[config.mk]
export PLATFORM = sky130hd
export DESIGN_NAME = mis_stimulus_gen_flat
export DESIGN_NICKNAME = d
export VERILOG_FILES = /design/src/rtl/mis_stimulus_gen_if.sv /design/src/rtl/mis_stimulus_gen.sv /design/src/flat_wrapper.sv
export SDC_FILE = /design/constraint.sdc
export NUM_CORES = 1
export LEC_CHECK = 0
export BUFFER_PORTS_ARGS = -buffer_cell sky130_fd_sc_hd__buf_2
export CAP_MARGIN = 5
export CORE_MARGIN = 1
export CORE_UTILIZATION = 25
export DETAILED_ROUTE_END_ITERATION = 7
export SKIP_CTS_REPAIR_TIMING = 1
export SLEW_MARGIN = 20
export SYNTH_ARGS = -nofsm -noshare
export SYNTH_HDL_FRONTEND = slang
export SYNTH_SLANG_ARGS = --single-unit
[constraint.sdc]
create_clock -name clk -period 3.1 [get_ports clk]
set_input_delay 0.62 -clock clk [delete_from_list [all_inputs] [get_ports clk]]
set_output_delay 0.62 -clock clk [all_outputs]
set_load 0.005 [all_outputs]
[src/rtl/mis_stimulus_gen_if.sv]
// Control/result bus between the measurement controller and the MIS stimulus generator.
interface mis_stimulus_gen_if #(
  parameter int DELTA_W  = 8,
  parameter int SETTLE_W = 8,
  parameter int CNT_W    = 16
);
  logic                       start;
  logic                       dir;
  logic signed [DELTA_W-1:0]  delta;
  logic [SETTLE_W-1:0]        settle;
  logic                       busy;
  logic                       done;
  logic [CNT_W-1:0]           meas_cycles;
  logic                       timed_out;

  // Controller side: issues requests, reads results.
  modport master (
    output start, dir, delta, settle,
    input  busy, done, meas_cycles, timed_out
  );

  // Generator side: accepts requests, reports results.
  modport slave (
    input  start, dir, delta, settle,
    output busy, done, meas_cycles, timed_out
  );
endinterface

[src/rtl/mis_stimulus_gen.sv]
// Multi-input-switching stimulus generator: launches A1/A2 with a programmable skew
// and times the resulting transition on the asynchronous chain output.
module mis_stimulus_gen #(
  parameter int DELTA_W  = 8,
  parameter int SETTLE_W = 8,
  parameter int CNT_W    = 16,
  parameter int TIMEOUT  = 1000
) (
  input  logic              clk,
  input  logic              rst_n,
  mis_stimulus_gen_if.slave ctrl,
  output logic              myinA1,
  output logic              myinA2,
  input  logic              myout
);

  typedef enum logic [2:0] {
    S_IDLE,
    S_SETTLE,
    S_LEAD,
    S_SKEW,
    S_WAIT,
    S_DONE
  } state_t;

  localparam logic [CNT_W-1:0] TIMEOUT_C = CNT_W'(TIMEOUT);

  state_t              state;
  logic                sync1;
  logic                out_s;
  logic                ref_lvl;
  logic                dir_q;
  logic [DELTA_W-1:0]  delta_q;
  logic [SETTLE_W-1:0] settle_cnt;
  logic [CNT_W-1:0]    cnt;
  logic [CNT_W-1:0]    cap_cnt;
  logic                hit;

  logic [DELTA_W-1:0]  mag;
  logic [CNT_W-1:0]    cnt_inc;
  logic                changed;
  logic                trail_now;

  // Two-flop synchronizer bringing the asynchronous chain output into the clk domain.
  always_ff @(posedge clk) begin
    if (!rst_n) begin
      sync1 <= 1'b0;
      out_s <= 1'b0;
    end else begin
      sync1 <= myout;
      out_s <= sync1;
    end
  end

  // Skew magnitude, saturating counter step, change and trailing-edge detection.
  always_comb begin
    // NOTE: every signal gets a value on every path, so no latch is inferred.
    mag       = delta_q[DELTA_W-1] ? ((~delta_q) + DELTA_W'(1)) : delta_q;
    cnt_inc   = (cnt == '1) ? cnt : cnt + CNT_W'(1);
    changed   = (out_s != ref_lvl);
    trail_now = (cnt == CNT_W'(mag));
  end

  // Measurement sequencer with registered chain inputs and result outputs.
  always_ff @(posedge clk) begin
    // NOTE: non-blocking assignments everywhere here, so every flop sees pre-edge values.
    if (!rst_n) begin
      state            <= S_IDLE;
      myinA1           <= 1'b0;
      myinA2           <= 1'b0;
      ctrl.busy        <= 1'b0;
      ctrl.done        <= 1'b0;
      ctrl.meas_cycles <= '0;
      ctrl.timed_out   <= 1'b0;
      ref_lvl          <= 1'b0;
      dir_q            <= 1'b0;
      delta_q          <= '0;
      settle_cnt       <= '0;
      cnt              <= '0;
      cap_cnt          <= '0;
      hit              <= 1'b0;
    end else begin
      ctrl.done <= 1'b0;
      case (state)
        S_IDLE: begin
          if (ctrl.start) begin
            dir_q          <= ctrl.dir;
            delta_q        <= ctrl.delta;
            settle_cnt     <= ctrl.settle;
            myinA1         <= ~ctrl.dir;
            myinA2         <= ~ctrl.dir;
            ctrl.busy      <= 1'b1;
            ctrl.timed_out <= 1'b0;
            hit            <= 1'b0;
            state          <= S_SETTLE;
          end
        end
        S_SETTLE: begin
          if (settle_cnt == '0) begin
            // Launch edge: reference level taken, leading input(s) switch, counter starts at 1.
            ref_lvl <= out_s;
            cnt     <= CNT_W'(1);
            if (delta_q == '0) begin
              myinA1 <= dir_q;
              myinA2 <= dir_q;
            end else if (!delta_q[DELTA_W-1]) begin
              myinA1 <= dir_q;
            end else begin
              myinA2 <= dir_q;
            end
            state <= S_LEAD;
          end else begin
            settle_cnt <= settle_cnt - SETTLE_W'(1);
          end
        end
        S_LEAD, S_SKEW: begin
          cnt <= cnt_inc;
          // An early response is captured, but the trailing edge is still completed.
          if (changed && !hit) begin
            hit     <= 1'b1;
            cap_cnt <= cnt;
          end
          if (delta_q == '0 || trail_now) begin
            myinA1 <= dir_q;
            myinA2 <= dir_q;
            state  <= S_WAIT;
          end else begin
            state <= S_SKEW;
          end
        end
        S_WAIT: begin
          cnt <= cnt_inc;
          if (hit || changed) begin
            ctrl.meas_cycles <= hit ? cap_cnt : cnt;
            ctrl.timed_out   <= 1'b0;
            ctrl.done        <= 1'b1;
            ctrl.busy        <= 1'b0;
            state            <= S_DONE;
          end else if (cnt >= TIMEOUT_C) begin
            ctrl.meas_cycles <= TIMEOUT_C;
            ctrl.timed_out   <= 1'b1;
            ctrl.done        <= 1'b1;
            ctrl.busy        <= 1'b0;
            state            <= S_DONE;
          end
        end
        S_DONE: begin
          state <= S_IDLE;
        end
        default: begin
          state <= S_IDLE;
        end
      endcase
    end
  end

endmodule

[src/flat_wrapper.sv]
// flat-port wrapper written by rule: the top's interface ports become plain ports
module mis_stimulus_gen_flat 
#(
  parameter int DELTA_W  = 8,
  parameter int SETTLE_W = 8,
  parameter int CNT_W    = 16,
  parameter int TIMEOUT  = 1000
)
  (clk, rst_n, myinA1, myinA2, myout, ctrl_start, ctrl_dir, ctrl_delta, ctrl_settle, ctrl_busy, ctrl_done, ctrl_meas_cycles, ctrl_timed_out);
  mis_stimulus_gen_if #(.DELTA_W(DELTA_W), .SETTLE_W(SETTLE_W), .CNT_W(CNT_W)) ctrl_i ();
  input  logic clk;
  input  logic rst_n;
  output logic myinA1;
  output logic myinA2;
  input  logic myout;
  input wire logic [$bits(ctrl_i.start)-1:0] ctrl_start;
  input wire logic [$bits(ctrl_i.dir)-1:0] ctrl_dir;
  input wire logic [$bits(ctrl_i.delta)-1:0] ctrl_delta;
  input wire logic [$bits(ctrl_i.settle)-1:0] ctrl_settle;
  output wire logic [$bits(ctrl_i.busy)-1:0] ctrl_busy;
  output wire logic [$bits(ctrl_i.done)-1:0] ctrl_done;
  output wire logic [$bits(ctrl_i.meas_cycles)-1:0] ctrl_meas_cycles;
  output wire logic [$bits(ctrl_i.timed_out)-1:0] ctrl_timed_out;
  assign ctrl_i.start = ctrl_start;
  assign ctrl_i.dir = ctrl_dir;
  assign ctrl_i.delta = ctrl_delta;
  assign ctrl_i.settle = ctrl_settle;
  assign ctrl_busy = ctrl_i.busy;
  assign ctrl_done = ctrl_i.done;
  assign ctrl_meas_cycles = ctrl_i.meas_cycles;
  assign ctrl_timed_out = ctrl_i.timed_out;
  mis_stimulus_gen #(.DELTA_W(DELTA_W), .SETTLE_W(SETTLE_W), .CNT_W(CNT_W), .TIMEOUT(TIMEOUT)) u_core (.clk(clk), .rst_n(rst_n), .ctrl(ctrl_i), .myinA1(myinA1), .myinA2(myinA2), .myout(myout));
endmodule
# Word-level counts from Yosys, hierarchy flattened
# Cells that the tools add are included.
[classes]
n_addsub = 3
magnitude_cmp = 1
n_eq_ne = 16
n_mux = 38
bitwise_logic = 2
reduce_logical = 27
[ops]
columns = ["cell", "n"]
rows = [
  ["16-bit two-way mux", 5],
  ["16-bit case mux with 2 select lines", 1],
  ["8-bit two-way mux", 3],
  ["1-bit two-way mux", 17],
  ["16-bit by 1-bit adder with 16-bit output (second input constant)", 1],
  ["16-bit == test (second input constant)", 1],
  ["16-bit by 8-bit == test with 1-bit output", 1],
  ["16-bit by 10-bit greater-or-equal comparator with 1-bit output (second input constant)", 1],
  ["8-bit zero test", 2],
  ["8-bit case mux with 2 select lines", 1],
  ["3-bit two-way mux", 5],
  ["3-bit AND reduction", 5],
  ["3-bit case mux with 4 select lines", 1],
  ["2-bit AND reduction", 5],
  ["5-bit AND reduction", 2],
  ["2-bit nonzero test", 5],
  ["8-bit by 1-bit adder with 8-bit output (second input constant)", 1],
  ["8-bit NOT", 1],
  ["8-bit by 1-bit subtractor with 8-bit output (second input constant)", 1],
  ["3-bit by 2-bit == test with 1-bit output (second input constant)", 2],
  ["2-bit by 1-bit != test with 1-bit output (second input constant)", 3],
  ["2-bit != test (second input constant)", 3],
  ["3-bit by 1-bit != test with 1-bit output (second input constant)", 2],
  ["1-bit case mux with 2 select lines", 3],
  ["other kinds (13)", 15],
]
[word_totals]
regBits = 77
in_bits = 21
out_inout_bits = 21
wordCells = 103

# Longest topological paths before layout
[logic_depth]
ltp_word = 7
depth_mapped = 9
depth_no_buf = 9

# Worst setup path after synthesis
# No wires, ideal clock.
[synth_path]
path_type = "register -> register"
from = "reg u_core.cnt[5]"
to = "reg u_core.cnt[6]"
setup_ns = 0.128
t_arrival_ns = 2.147
t_required_ns = 2.972
setup_slack_ns = 0.825
stages_incl_launch_ff = 9
path_buffers = 1
synth_period_minus_slack_ns = 2.275
path_cell_list = "dfxtp_1 > buf_2 > nand3_2 > or4_4 > or4_4 > o21a_4 > and4_4 > xnor2_1 > nor2_1"
[synth_between]
elab_chain_cells = 3
elab_cells_between_ends = 6
classes_between = "add/sub: 1; eq/ne: 2; mux: 2; reduce/logical: 1"
[synth_lines]
columns = ["element", "line_no", "rtl"]
rows = [
  ["start, declared", "mis_stimulus_gen.sv:35", "logic [CNT_W-1:0] cnt;"],
  ["start signal, assigned", "mis_stimulus_gen.sv:117", "cnt <= cnt_inc;"],
  ["start signal, assigned", "mis_stimulus_gen.sv:132", "cnt <= cnt_inc;"],
  ["16-bit by 1-bit adder with 16-bit output / 16-bit == test (equally long branches)", "mis_stimulus_gen.sv:59", "cnt_inc = (cnt == '1) ? cnt : cnt + CNT_W'(1);"],
  ["16-bit two-way mux / 2-bit != test (equally long branches)", "n/a", ""],
  ["16-bit case mux with 2 select lines / 3-bit AND reduction (equally long branches)", "n/a", ""],
]
# Several ways; a longest one is shown, not always the timed one. The select of a mux whose other input is x is not followed.
# A chain may end at the register's enable or synchronous reset.

# Worst setup path after layout
[layout_path]
from = "reg u_core.cnt[5]"
to = "reg u_core.cnt[9]"
# The elaborated chain is that of the path after synthesis.

==> qor.yml <==
status: "complete, no violations"
cp.required_ns: 3.31
synthesis.instances: 451
synth_ff_type: "dfxtp_1"
chipHeight_um: 122
fmax_mhz: 406
syn_nets: 477
clk_pin_slew_ns: 0.06
drt_iter0_drc: 176
cts.htree.levels: 3
netlist_area_um2: 3590
power_density_nw_per_um2: 711
hold_viol_final: 0
grt_first_pass_wirelength_mm: 14.4
grt_usage_pct: 12.4
synth_cell_types: 51
ys_ff_latch: 77
core_um2: 13900
place_area_um2: 3950
insertion_delay_ns: 0.34
cts_buffer_depth: 2
clock_sinks: 77
skew_ns: 0.00629
setup_tns_ns: 0
drt_wl_total_mm: 8.70
antennaDiodeCount: 0
yosysSeqAreaShare_pct: 43.0
via_per_inst: 4.68
slew_headroom_pct: 54.2
rows: 43
port_buffers: 41
crit_path_start_kind: "register"
grt_pass1_vias: 2994
die-area_um2: 14800
antenna_found_initial: 0
arrival_ns: 2.67
crit_type: "reg2reg"
drc_errors: 0
peakVddDrop_v: 0.000220
grt_overflow: 0
min_path_type: "reg2reg"
yosys_warnings: 0
cp-end-kind: "register"
cts_root_buffer: "clkbuf_16"
area_growth_pct: 18.6
ant_nets: 0
slew_violations: 0
async_reset_ff_share_pct: 0
synth_edf_count: 0
grt_start_max_net_pins: 23
fin_nets: 506
period_minus_slack_ns: 2.46
drtPass1Iterations: 4
gp_congestion: 0.877
cts-buffers-inserted: 9
cts_tree: "yes"
wire_per_inst_um: 13.1
initial_core_util_pct: 25.8
dp_hpwl_mm: 6.26
final_area_um2: 4260
leakage_nw: 1.62
pin_count: 42
rsz0062_at_grt: "false"
drv_cap: 0
drive_above_1_share_pct: 14.8
worst_pin_slew_ns: 0.687
die_w_um: 122
min_period_over_period_pct: 79.5
setup_viol: 0
layout_common_cells: "nand2_1 (77), dfxtp_1 (77), nor2_1 (50), a21oi_1 (47), buf_2 (41)"
num_vias: 3112
critPathMaxFanout: 7
avgSynthCellArea_um2: 7.96
report_power, final:
group          switching [W]  internal, W
Clock               0.000382     0.000642
Combinational       0.000466     0.000326
Sequential          0.000116      0.00109
registers in the layout, indices dropped and copies added (netlist names):
| register | count |
|---|---|
| u_core.ctrl.timed_out | 1 |
| u_core.myinA1 | 1 |
| u_core.hit | 1 |
| u_core.sync1 | 1 |
| u_core.out_s | 1 |
| u_core.settle_cnt | 8 |
| u_core.myinA2 | 1 |
| u_core.cnt | 16 |
| u_core.dir_q | 1 |
| u_core.ctrl.busy | 1 |
| u_core.ctrl.meas_cycles | 16 |
| u_core.state | 3 |
| u_core.cap_cnt | 16 |
| u_core.ctrl.done | 1 |
| u_core.ref_lvl | 1 |
| u_core.delta_q | 8 |
cells by family (layout without fill, tap and decap cells):
group	Yosys count	in the layout	share of synthesized area, %
adder cells (fa/ha/maj)	5	5	1.74
multiplexers	4	4	1.12
flip-flops	77	77	43.0
AO/OA/AOI/OAI	104	104	18.4
XOR/XNOR	26	26	6.35
AND/OR/NAND/NOR	192	192	24.9
buffers and inverters	43	77	4.53
routing by layer:
layer / wire length, µm / up-vias / track usage [%]
met5: 0 / - / 0
met4: 145 / 0 / 4.78
met3: 406 / 13 / 3.60
met2: 3990 / 58 / 19.4
met1: 4160 / 1433 / 15.8
li1: - / 1608 / -
cell usage after synthesis (2+ instances only):
cell	number	area, µm²
or2_2	3	18.8
nor4_1	5	31.3
nand2_1	77	289
nor3_1	10	50.1
o31ai_1	2	15.0
buf_1	3	11.3
inv_1	13	48.8
and2_1	7	43.8
or4_4	2	22.5
mux2i_1	4	40.0
a221o_1	10	100
a21oi_1	47	235
nand4_1	4	25.0
a211oi_1	3	22.5
and3_1	3	18.8
ha_1	5	62.6
o21ai_1	14	70.1
nor2b_1	10	62.6
xnor2_1	16	140
nand3_1	7	35.0
a31oi_1	3	18.8
or3_1	2	12.5
o221ai_1	6	52.6
nand2b_1	2	12.5
nor2_1	50	188
o21ai_0	6	30.0
dfxtp_1	77	1540
xor2_1	10	87.6
nor3b_1	2	15.0
o311ai_1	2	17.5
clkbuf_1	25	93.8
a22oi_1	2	15.0
worst max-delay path: stages (launching register included):
cell	delay (ns)
dfxtp_1	0.47
nand3_2	0.14
or4_4	0.57
or4_4	0.53
o211a_1	0.30
nand3_1	0.12
xor2_1	0.16
nor2_1	0.05
cell type report:
cell class,instances,area [µm²]
clock buffer,12,246
clock inverter,4,47.5
fill,1476,9680
inverter,14,52.6
multi-input combinational,331,1890
sequential,77,1540
tap,180,225
timing repair buffer,47,250
through the flow:
step                      utilization [%]  std cells  hold WS [ns]  total power, W  worst slack (ns)
after floorplan                         -        451         0.412         0.00182             0.825
after global placement               28.4        648         0.430         0.00198             0.702
after detailed placement             28.4        648         0.429         0.00202             0.668
after CTS                            30.5        664         0.448         0.00305             0.629
after global routing                 30.5        665         0.478         0.00322             0.493
final                                30.5        665         0.442         0.00303             0.636
worst paths after layout:
kind | to | slack (ns) | depth (start not counted) | start
setup / recovery | u_core.cnt[9] | 0.64 | 7 | u_core.cnt[5]
hold / removal | u_core.out_s | 0.44 | 1 | u_core.sync1
setup reg to reg | u_core.cnt[9] | 0.64 | 7 | u_core.cnt[5]
hold reg to reg | u_core.out_s | 0.44 | 1 | u_core.sync1
Power figures use the tool's default switching activity.
